==> config.mk <==
export PLATFORM = sky130hd
export DESIGN_NAME = fma_flags_pipe
export DESIGN_NICKNAME = d
export VERILOG_FILES = /design/src/rtl/fma_pkg.sv /design/src/rtl/fma_special_case.sv /design/src/rtl/fma_flags_pipe.sv
export SDC_FILE = /design/constraint.sdc
export NUM_CORES = 1
export LEC_CHECK = 0
export CORE_MARGIN = 4
export CORE_UTILIZATION = 39
export CTS_CLUSTER_SIZE = 16
export DETAILED_ROUTE_END_ITERATION = 10
export PLACE_DENSITY = 0.85
export SYNTH_ARGS = -nofsm -noshare
export SYNTH_HDL_FRONTEND = slang
export SYNTH_SLANG_ARGS = --single-unit
==> constraint.sdc <==
create_clock -name clk -period 2.2 [get_ports clk]
set_clock_uncertainty 0.15 [all_clocks]
set_input_delay 0.44 -clock clk [delete_from_list [all_inputs] [get_ports clk]]
set_output_delay 0.44 -clock clk [all_outputs]
set_load 0.01 [all_outputs]
==> src/rtl/fma_pkg.sv <==
// Shared types and constants for the FMA flag/special-case pipeline.
//   - Flag bit indices in RISC-V fflags order {NV,DZ,OF,UF,NX}
//   - rm_t: the two-bit rounding-mode encoding used by the datapath
//   - flags_t: packed per-operation exception flags
//   - qnan/maxfinite/inf: encodings for a 1+ew+mw bit format, returned
//     right-aligned in a 64-bit container with the sign bit clear.
package fma_pkg;

  localparam int unsigned FlagNv = 4;
  localparam int unsigned FlagDz = 3;
  localparam int unsigned FlagOf = 2;
  localparam int unsigned FlagUf = 1;
  localparam int unsigned FlagNx = 0;

  localparam int unsigned MaxFw = 64;

  typedef logic [MaxFw-1:0] fp_bits_t;

  typedef enum logic [1:0] {
    RmRz  = 2'b00,
    RmRne = 2'b01,
    RmRdn = 2'b10,
    RmRup = 2'b11
  } rm_t;

  typedef struct packed {
    logic nv;
    logic dz;
    logic of;
    logic uf;
    logic nx;
  } flags_t;

  // Canonical quiet NaN: all-ones exponent, mantissa MSB set.
  function automatic fp_bits_t qnan(int unsigned ew, int unsigned mw);
    return (((fp_bits_t'(1) << ew) - fp_bits_t'(1)) << mw) | (fp_bits_t'(1) << (mw - 1));
  endfunction

  // Largest finite magnitude: exponent all-ones minus one, mantissa all ones.
  function automatic fp_bits_t maxfinite(int unsigned ew, int unsigned mw);
    return (((fp_bits_t'(1) << ew) - fp_bits_t'(2)) << mw) | ((fp_bits_t'(1) << mw) - fp_bits_t'(1));
  endfunction

  function automatic fp_bits_t inf(int unsigned ew, int unsigned mw);
    return ((fp_bits_t'(1) << ew) - fp_bits_t'(1)) << mw;
  endfunction

endpackage

==> src/rtl/fma_special_case.sv <==
// Combinational special-case resolution for the FMA result.
// Resolves NaN/Inf propagation, invalid operations and overflow, then
// produces the final result and this operation's exception flags.
// Ports:
//   in_sign/in_snan/in_nan/in_inf/in_zero  per-operand class bits {X,Y,Z}
//   in_rm                                  rounding mode (rm_t encoding)
//   in_result                              rounded datapath result
//   in_exp                                 signed normalised exponent
//   in_guard/in_round/in_sticky            rounding bits
//   out_result/out_flags                   resolved result and flags
module fma_special_case
  import fma_pkg::*;
#(
  parameter int unsigned EW = 5,
  parameter int unsigned MW = 10
) (
  input  logic [2:0]     in_sign,
  input  logic [2:0]     in_snan,
  input  logic [2:0]     in_nan,
  input  logic [2:0]     in_inf,
  input  logic [2:0]     in_zero,
  input  logic [1:0]     in_rm,
  input  logic [EW+MW:0] in_result,
  input  logic [EW+1:0]  in_exp,
  input  logic           in_guard,
  input  logic           in_round,
  input  logic           in_sticky,
  output logic [EW+MW:0] out_result,
  output flags_t         out_flags
);

  localparam int unsigned FW = 1 + EW + MW;

  localparam fp_bits_t QnanAll = qnan(EW, MW);
  localparam fp_bits_t MaxAll  = maxfinite(EW, MW);
  localparam fp_bits_t InfAll  = inf(EW, MW);

  localparam logic [FW-1:0] Qnan = QnanAll[FW-1:0];
  localparam logic [FW-1:0] Maxf = MaxAll[FW-1:0];
  localparam logic [FW-1:0] Inf  = InfAll[FW-1:0];

  // Smallest exponent that no longer fits a finite encoding.
  localparam logic [EW+1:0] ExpOvf = {2'b00, {EW{1'b1}}};

  logic x_inf, y_inf, z_inf, x_zero, y_zero;
  logic x_sign, y_sign, z_sign, prod_sign;
  logic res_sign, ovf, exp_le0, inexact;
  logic unused_z_zero;

  assign x_inf  = in_inf[2];
  assign y_inf  = in_inf[1];
  assign z_inf  = in_inf[0];
  assign x_zero = in_zero[2];
  assign y_zero = in_zero[1];
  assign x_sign = in_sign[2];
  assign y_sign = in_sign[1];
  assign z_sign = in_sign[0];
  assign prod_sign = x_sign ^ y_sign;

  // A zero addend never changes the special-case outcome.
  assign unused_z_zero = in_zero[0];

  assign res_sign = in_result[FW-1];
  assign ovf      = $signed(in_exp) >= $signed(ExpOvf);
  assign exp_le0  = in_exp[EW+1] | (in_exp == '0);
  assign inexact  = in_guard | in_round | in_sticky | ovf;

  always_comb begin
    out_result = in_result;
    out_flags  = '0;
    if (|in_snan) begin
      out_result   = Qnan;
      out_flags.nv = 1'b1;
    end else if (|in_nan) begin
      out_result = Qnan;
    end else if ((x_inf | y_inf) & z_inf & (prod_sign ^ z_sign)) begin
      // inf - inf
      out_result   = Qnan;
      out_flags.nv = 1'b1;
    end else if ((x_inf & y_zero) | (x_zero & y_inf)) begin
      out_result   = Qnan;
      out_flags.nv = 1'b1;
    end else if (x_inf | y_inf) begin
      out_result = {prod_sign, Inf[FW-2:0]};
    end else if (z_inf) begin
      out_result = {z_sign, Inf[FW-2:0]};
    end else begin
      out_flags.of = ovf;
      out_flags.nx = inexact;
      out_flags.uf = exp_le0 & inexact;
      if (ovf) begin
        unique case (rm_t'(in_rm))
          RmRz:    out_result = {res_sign, Maxf[FW-2:0]};
          RmRne:   out_result = {res_sign, Inf[FW-2:0]};
          RmRdn:   out_result = res_sign ? {1'b1, Inf[FW-2:0]} : {1'b0, Maxf[FW-2:0]};
          RmRup:   out_result = res_sign ? {1'b1, Maxf[FW-2:0]} : {1'b0, Inf[FW-2:0]};
          default: out_result = in_result;
        endcase
      end
    end
  end

endmodule

==> src/rtl/fma_flags_pipe.sv <==
// Registered FMA special-case/flag stage.
// Resolves the FMA result through fma_special_case, holds it in a one-entry
// valid/ready output register and accrues exception flags into fflags
// (RISC-V order {NV,DZ,OF,UF,NX}), which software may overwrite.
// Ports:
//   clk, reset                     clock, asynchronous active-high reset
//   in_valid/in_ready              input handshake
//   in_*                           operand classes, rm, result, exponent, GRS
//   out_valid/out_ready            output handshake
//   out_result/out_flags           registered result and per-op flags
//   fflags, flags_we, flags_wdata  accrued flags and software write port
//   irq_mask, irq                  only when FMA_FLAGS_IRQ_EN is defined:
//                                  registered interrupt on masked fflags
module fma_flags_pipe
  import fma_pkg::*;
#(
  parameter int unsigned EW = 5,
  parameter int unsigned MW = 10
) (
  input  logic           clk,
  input  logic           reset,
  input  logic           in_valid,
  output logic           in_ready,
  input  logic [2:0]     in_sign,
  input  logic [2:0]     in_snan,
  input  logic [2:0]     in_nan,
  input  logic [2:0]     in_inf,
  input  logic [2:0]     in_zero,
  input  logic [1:0]     in_rm,
  input  logic [EW+MW:0] in_result,
  input  logic [EW+1:0]  in_exp,
  input  logic           in_guard,
  input  logic           in_round,
  input  logic           in_sticky,
  output logic           out_valid,
  input  logic           out_ready,
  output logic [EW+MW:0] out_result,
  output logic [4:0]     out_flags,
  output logic [4:0]     fflags,
`ifdef FMA_FLAGS_IRQ_EN
  input  logic [4:0]     irq_mask,
  output logic           irq,
`endif
  input  logic           flags_we,
  input  logic [4:0]     flags_wdata
);

  localparam int unsigned FW = 1 + EW + MW;

  logic [FW-1:0] sc_result;
  flags_t        sc_flags;

  logic          out_valid_q, out_valid_d;
  logic [FW-1:0] out_result_q;
  flags_t        out_flags_q;
  flags_t        fflags_q, fflags_d;
  logic          capture, accrue;

  assign in_ready = ~out_valid_q | out_ready;
  assign capture  = in_valid & in_ready;
  assign accrue   = out_valid_q & out_ready;

  fma_special_case #(
    .EW(EW),
    .MW(MW)
  ) u_special_case (
    .in_sign   (in_sign),
    .in_snan   (in_snan),
    .in_nan    (in_nan),
    .in_inf    (in_inf),
    .in_zero   (in_zero),
    .in_rm     (in_rm),
    .in_result (in_result),
    .in_exp    (in_exp),
    .in_guard  (in_guard),
    .in_round  (in_round),
    .in_sticky (in_sticky),
    .out_result(sc_result),
    .out_flags (sc_flags)
  );

  always_comb begin
    out_valid_d = out_valid_q;
    if (capture) begin
      out_valid_d = 1'b1;
    end else if (out_ready) begin
      out_valid_d = 1'b0;
    end
  end

  // A software write never drops flags from an op retiring in the same cycle.
  always_comb begin
    fflags_d = fflags_q;
    if (flags_we) begin
      fflags_d = flags_t'(flags_wdata | (accrue ? out_flags_q : flags_t'('0)));
    end else if (accrue) begin
      fflags_d = flags_t'(fflags_q | out_flags_q);
    end
  end

  always_ff @(posedge clk or posedge reset) begin
    if (reset) begin
      out_valid_q  <= 1'b0;
      out_result_q <= '0;
      out_flags_q  <= '0;
      fflags_q     <= '0;
    end else begin
      out_valid_q <= out_valid_d;
      fflags_q    <= fflags_d;
      if (capture) begin
        out_result_q <= sc_result;
        out_flags_q  <= sc_flags;
      end
    end
  end

  assign out_valid  = out_valid_q;
  assign out_result = out_result_q;
  assign out_flags  = out_flags_q;
  assign fflags     = fflags_q;

`ifdef FMA_FLAGS_IRQ_EN
  logic irq_q;

  always_ff @(posedge clk or posedge reset) begin
    if (reset) begin
      irq_q <= 1'b0;
    end else begin
      irq_q <= |(fflags_q & irq_mask);
    end
  end

  assign irq = irq_q;
`endif

endmodule

==> flow_summary.json <==
{
  "vdd_drop_max_uv": 198.7,
  "max_clock_freq_mhz": 510.1,
  "die_h_um": 65.43,
  "async_reset_ff_share_pct": 100.0,
  "grt_pass1_vias": 1287,
  "required_ns": 1.61,
  "tritoncts": "yes",
  "h-tree-depth": 1,
  "cts_buffers": 3,
  "ys_warn_count": 0,
  "clock_sinks": 26,
  "firstDrtPassIters": 4,
  "clk_pin_slew_ns": 0.13,
  "yosysTopAreaCellShare_pct": 50.58,
  "final_nets": 259,
  "antenna_left": 0,
  "ys.flop_type": "dfrtp_1",
  "hold_class": "in -> async",
  "dr.first_iter.drc_count": 35,
  "synth_area_sq_um": 1286,
  "portBuffers": 78,
  "dr_total_vias": 1283,
  "setup_violations": 0,
  "routed_via_density": 5.153,
  "track_usage_pct": 18.03,
  "timing.hold.ws_ns": 0.3080,
  "ctsLongestPathBuffers": 2,
  "synth_edf_count": 0,
  "crit_chain": "clkdlybuf4s50_1, nand2b_1, dlygate4sd2_1",
  "num_io_pins": 81,
  "seq_area_sq_um": 650.6,
  "start_kind": "input port",
  "hpwl_um": 3233,
  "die_area_sq_um": 4281,
  "powerDensity_nw_per_um2": 447.6,
  "outcome": "finished, final reports clean",
  "grt_overflow": 0,
  "antenna_found_initial": 0,
  "ys_top_cells_by_area": "dfrtp_1 51%, nand2_1 5.3%, o21ai_0 5.1%",
  "wire_per_inst_um": 15.03,
  "initial_core_util_pct": 41.45,
  "die_x_um": 65.43,
  "period_minus_slack_ns": 1.960,
  "cts-hold-fix-buffers": 0,
  "cp_data_arrival_time_ns": 1.37,
  "synthTopCellsByCount": "26 x dfrtp_1, 18 x nand2_1, 13 x o21ai_0, 12 x nor2_1",
  "yosys_register_bits": 26,
  "drc": 0,
  "yosysTopAreaCell": "dfrtp_1",
  "cap_violations": 0,
  "rsz0062_at_grt": "no",
  "finalHoldViolations": 0,
  "cpPeakStageDelay_ns": 0.47,
  "cts_root_buffer": "clkbuf_4",
  "n_antenna_cell": 0,
  "fillers": 264,
  "finalMaxSlewViolations": 0,
  "seq_area_frac_synth_pct": 50.58,
  "syn_nets": 176,
  "grt_max_degree": 27,
  "place_congestion": 0.7001,
  "worstSetupEndpointType": "output pin",
  "yosysUniqueCellTypes": 34,
  "fp-row-count": 20,
  "post_cts.repair.setup_buffers": 0,
  "grt_pass1_wl_um": 6030,
  "synthMostInstantiatedCell": "dfrtp_1",
  "p_total_uw": 971.1,
  "area_growth_pct": 68.68,
  "cpMaxStageDelayCell": "clkdlybuf4s50_1",
  "clk_latency_ns": 0.31,
  "leakagePower_nw": 0.8569,
  "wirelength_um": 3742,
  "path_max_fanout": 4,
  "core_area_sq_um": 3103,
  "synth.avg_cell_area_sq_um": 10.46,
  "fin_crit_sh_pct": 89.11,
  "multi_input_area_sq_um": 603.1,
  "synthCells": 123,
  "worst-setup-path-type": "in -> out",
  "drive_above_1_share_pct": 8.293
}
-- cell usage in the layout (no fill, tap or decap), types with 3 or more instances in the layout --
cell type        synthesis  final
clkdlybuf4s50_1          0     77
nand2_1                 18     18
dfrtp_1                 26     26
buf_4                    1      5
nor2_1                  12     12
nor2b_1                  4      4
clkbuf_4                 0      3
a221o_1                  4      4
o21ai_0                 13     13
and2_1                   3      3
o32a_1                   4      4
nand2b_1                 4      4
-- path summary, 6_finish.rpt --
kind	startpoint	endpoint	slack [ns]	depth (start not counted)
worst max-delay path	out_ready	in_ready	0.24	3
worst min-delay path	reset	out_result[2]	0.31	3
worst max register to register	out_valid	out_result[11]	0.58	4
worst min register to register	out_result[4]	out_result[4]	0.35	2
max in group asynchronous	reset	out_flags[4]	1.35	3
min in group clk	out_result[4]	out_result[4]	0.35	2
-- layer usage --
layer  part of all wire, %  GRT usage (%)
met5                     0              0
met4                  0.77          5.440
met3                   7.8          3.761
met2                    53          32.74
met1                    38          21.19
-- kinds of logic (layout without fill, tap and decap cells) --
family	Yosys count	after routing	share of synthesized area, %
AO/OA/AOI/OAI	33	33	20.14
XOR/XNOR	3	3	3.113
buffers and inverters	7	89	2.530
flip-flops	26	26	50.58
multiplexers	3	3	2.432
other	1	1	0.2915
AND/OR/NAND/NOR	50	50	20.91
-- through the flow --
| step | area (sq um) | util [%] | TNS, ns | worst slack, ns | instances |
|---|---|---|---|---|---|
| 5_1_grt | 2170 | 69.92 | 0 | 0.1862 | 249 |
| 3_5_place_dp | 2135 | 68.79 | -0.05760 | -0.04557 | 245 |
| 3_3_place_gp | 2135 | 68.79 | -0.01673 | -0.01673 | 245 |
| 6_report | 2170 | 69.92 | 0 | 0.2396 | 249 |
| 4_1_cts | 2170 | 69.92 | 0 | 0.2298 | 249 |
| 2_1_floorplan | 1286 | - | 0 | 0.5388 | 123 |
-- registers in the layout (all words and copies together) (netlist names) --
signal / cells
fflags: 5
out_result: 16
out_valid: 1
out_flags: 4
-- power breakdown --
| group | total [mW] | internal (mW) | switching, mW | leakage (nW) |
|---|---|---|---|---|
| clock | 0.236 | 0.101 | 0.135 | 0.0210 |
| sequential | 0.499 | 0.491 | 0.00748 | 0.316 |
| combinational | 0.236 | 0.144 | 0.0920 | 0.520 |
| total | 0.971 | 0.737 | 0.234 | 0.857 |
-- final cells by class --
type                    instances  share of cell area, %
inverters                       2                 0.3460
repair buffers                 83                  37.66
multi-input cells              90                  27.80
flip-flops and latches         26                  29.99
well taps                      44                  2.537
clock buffers                   4                  1.672
-- worst max-delay path: cells and delay by family --
kind          cells  cell delay, ns
simple gates      1            0.17
buf+inv           2            0.76
-- what timing repair did --
action / CTS / global route
hold endpoints to repair: 0 / 0
resized for setup: 1 / 0
endpoints found under the setup margin: 1 / 0
Power figures use the tool's default switching activity.
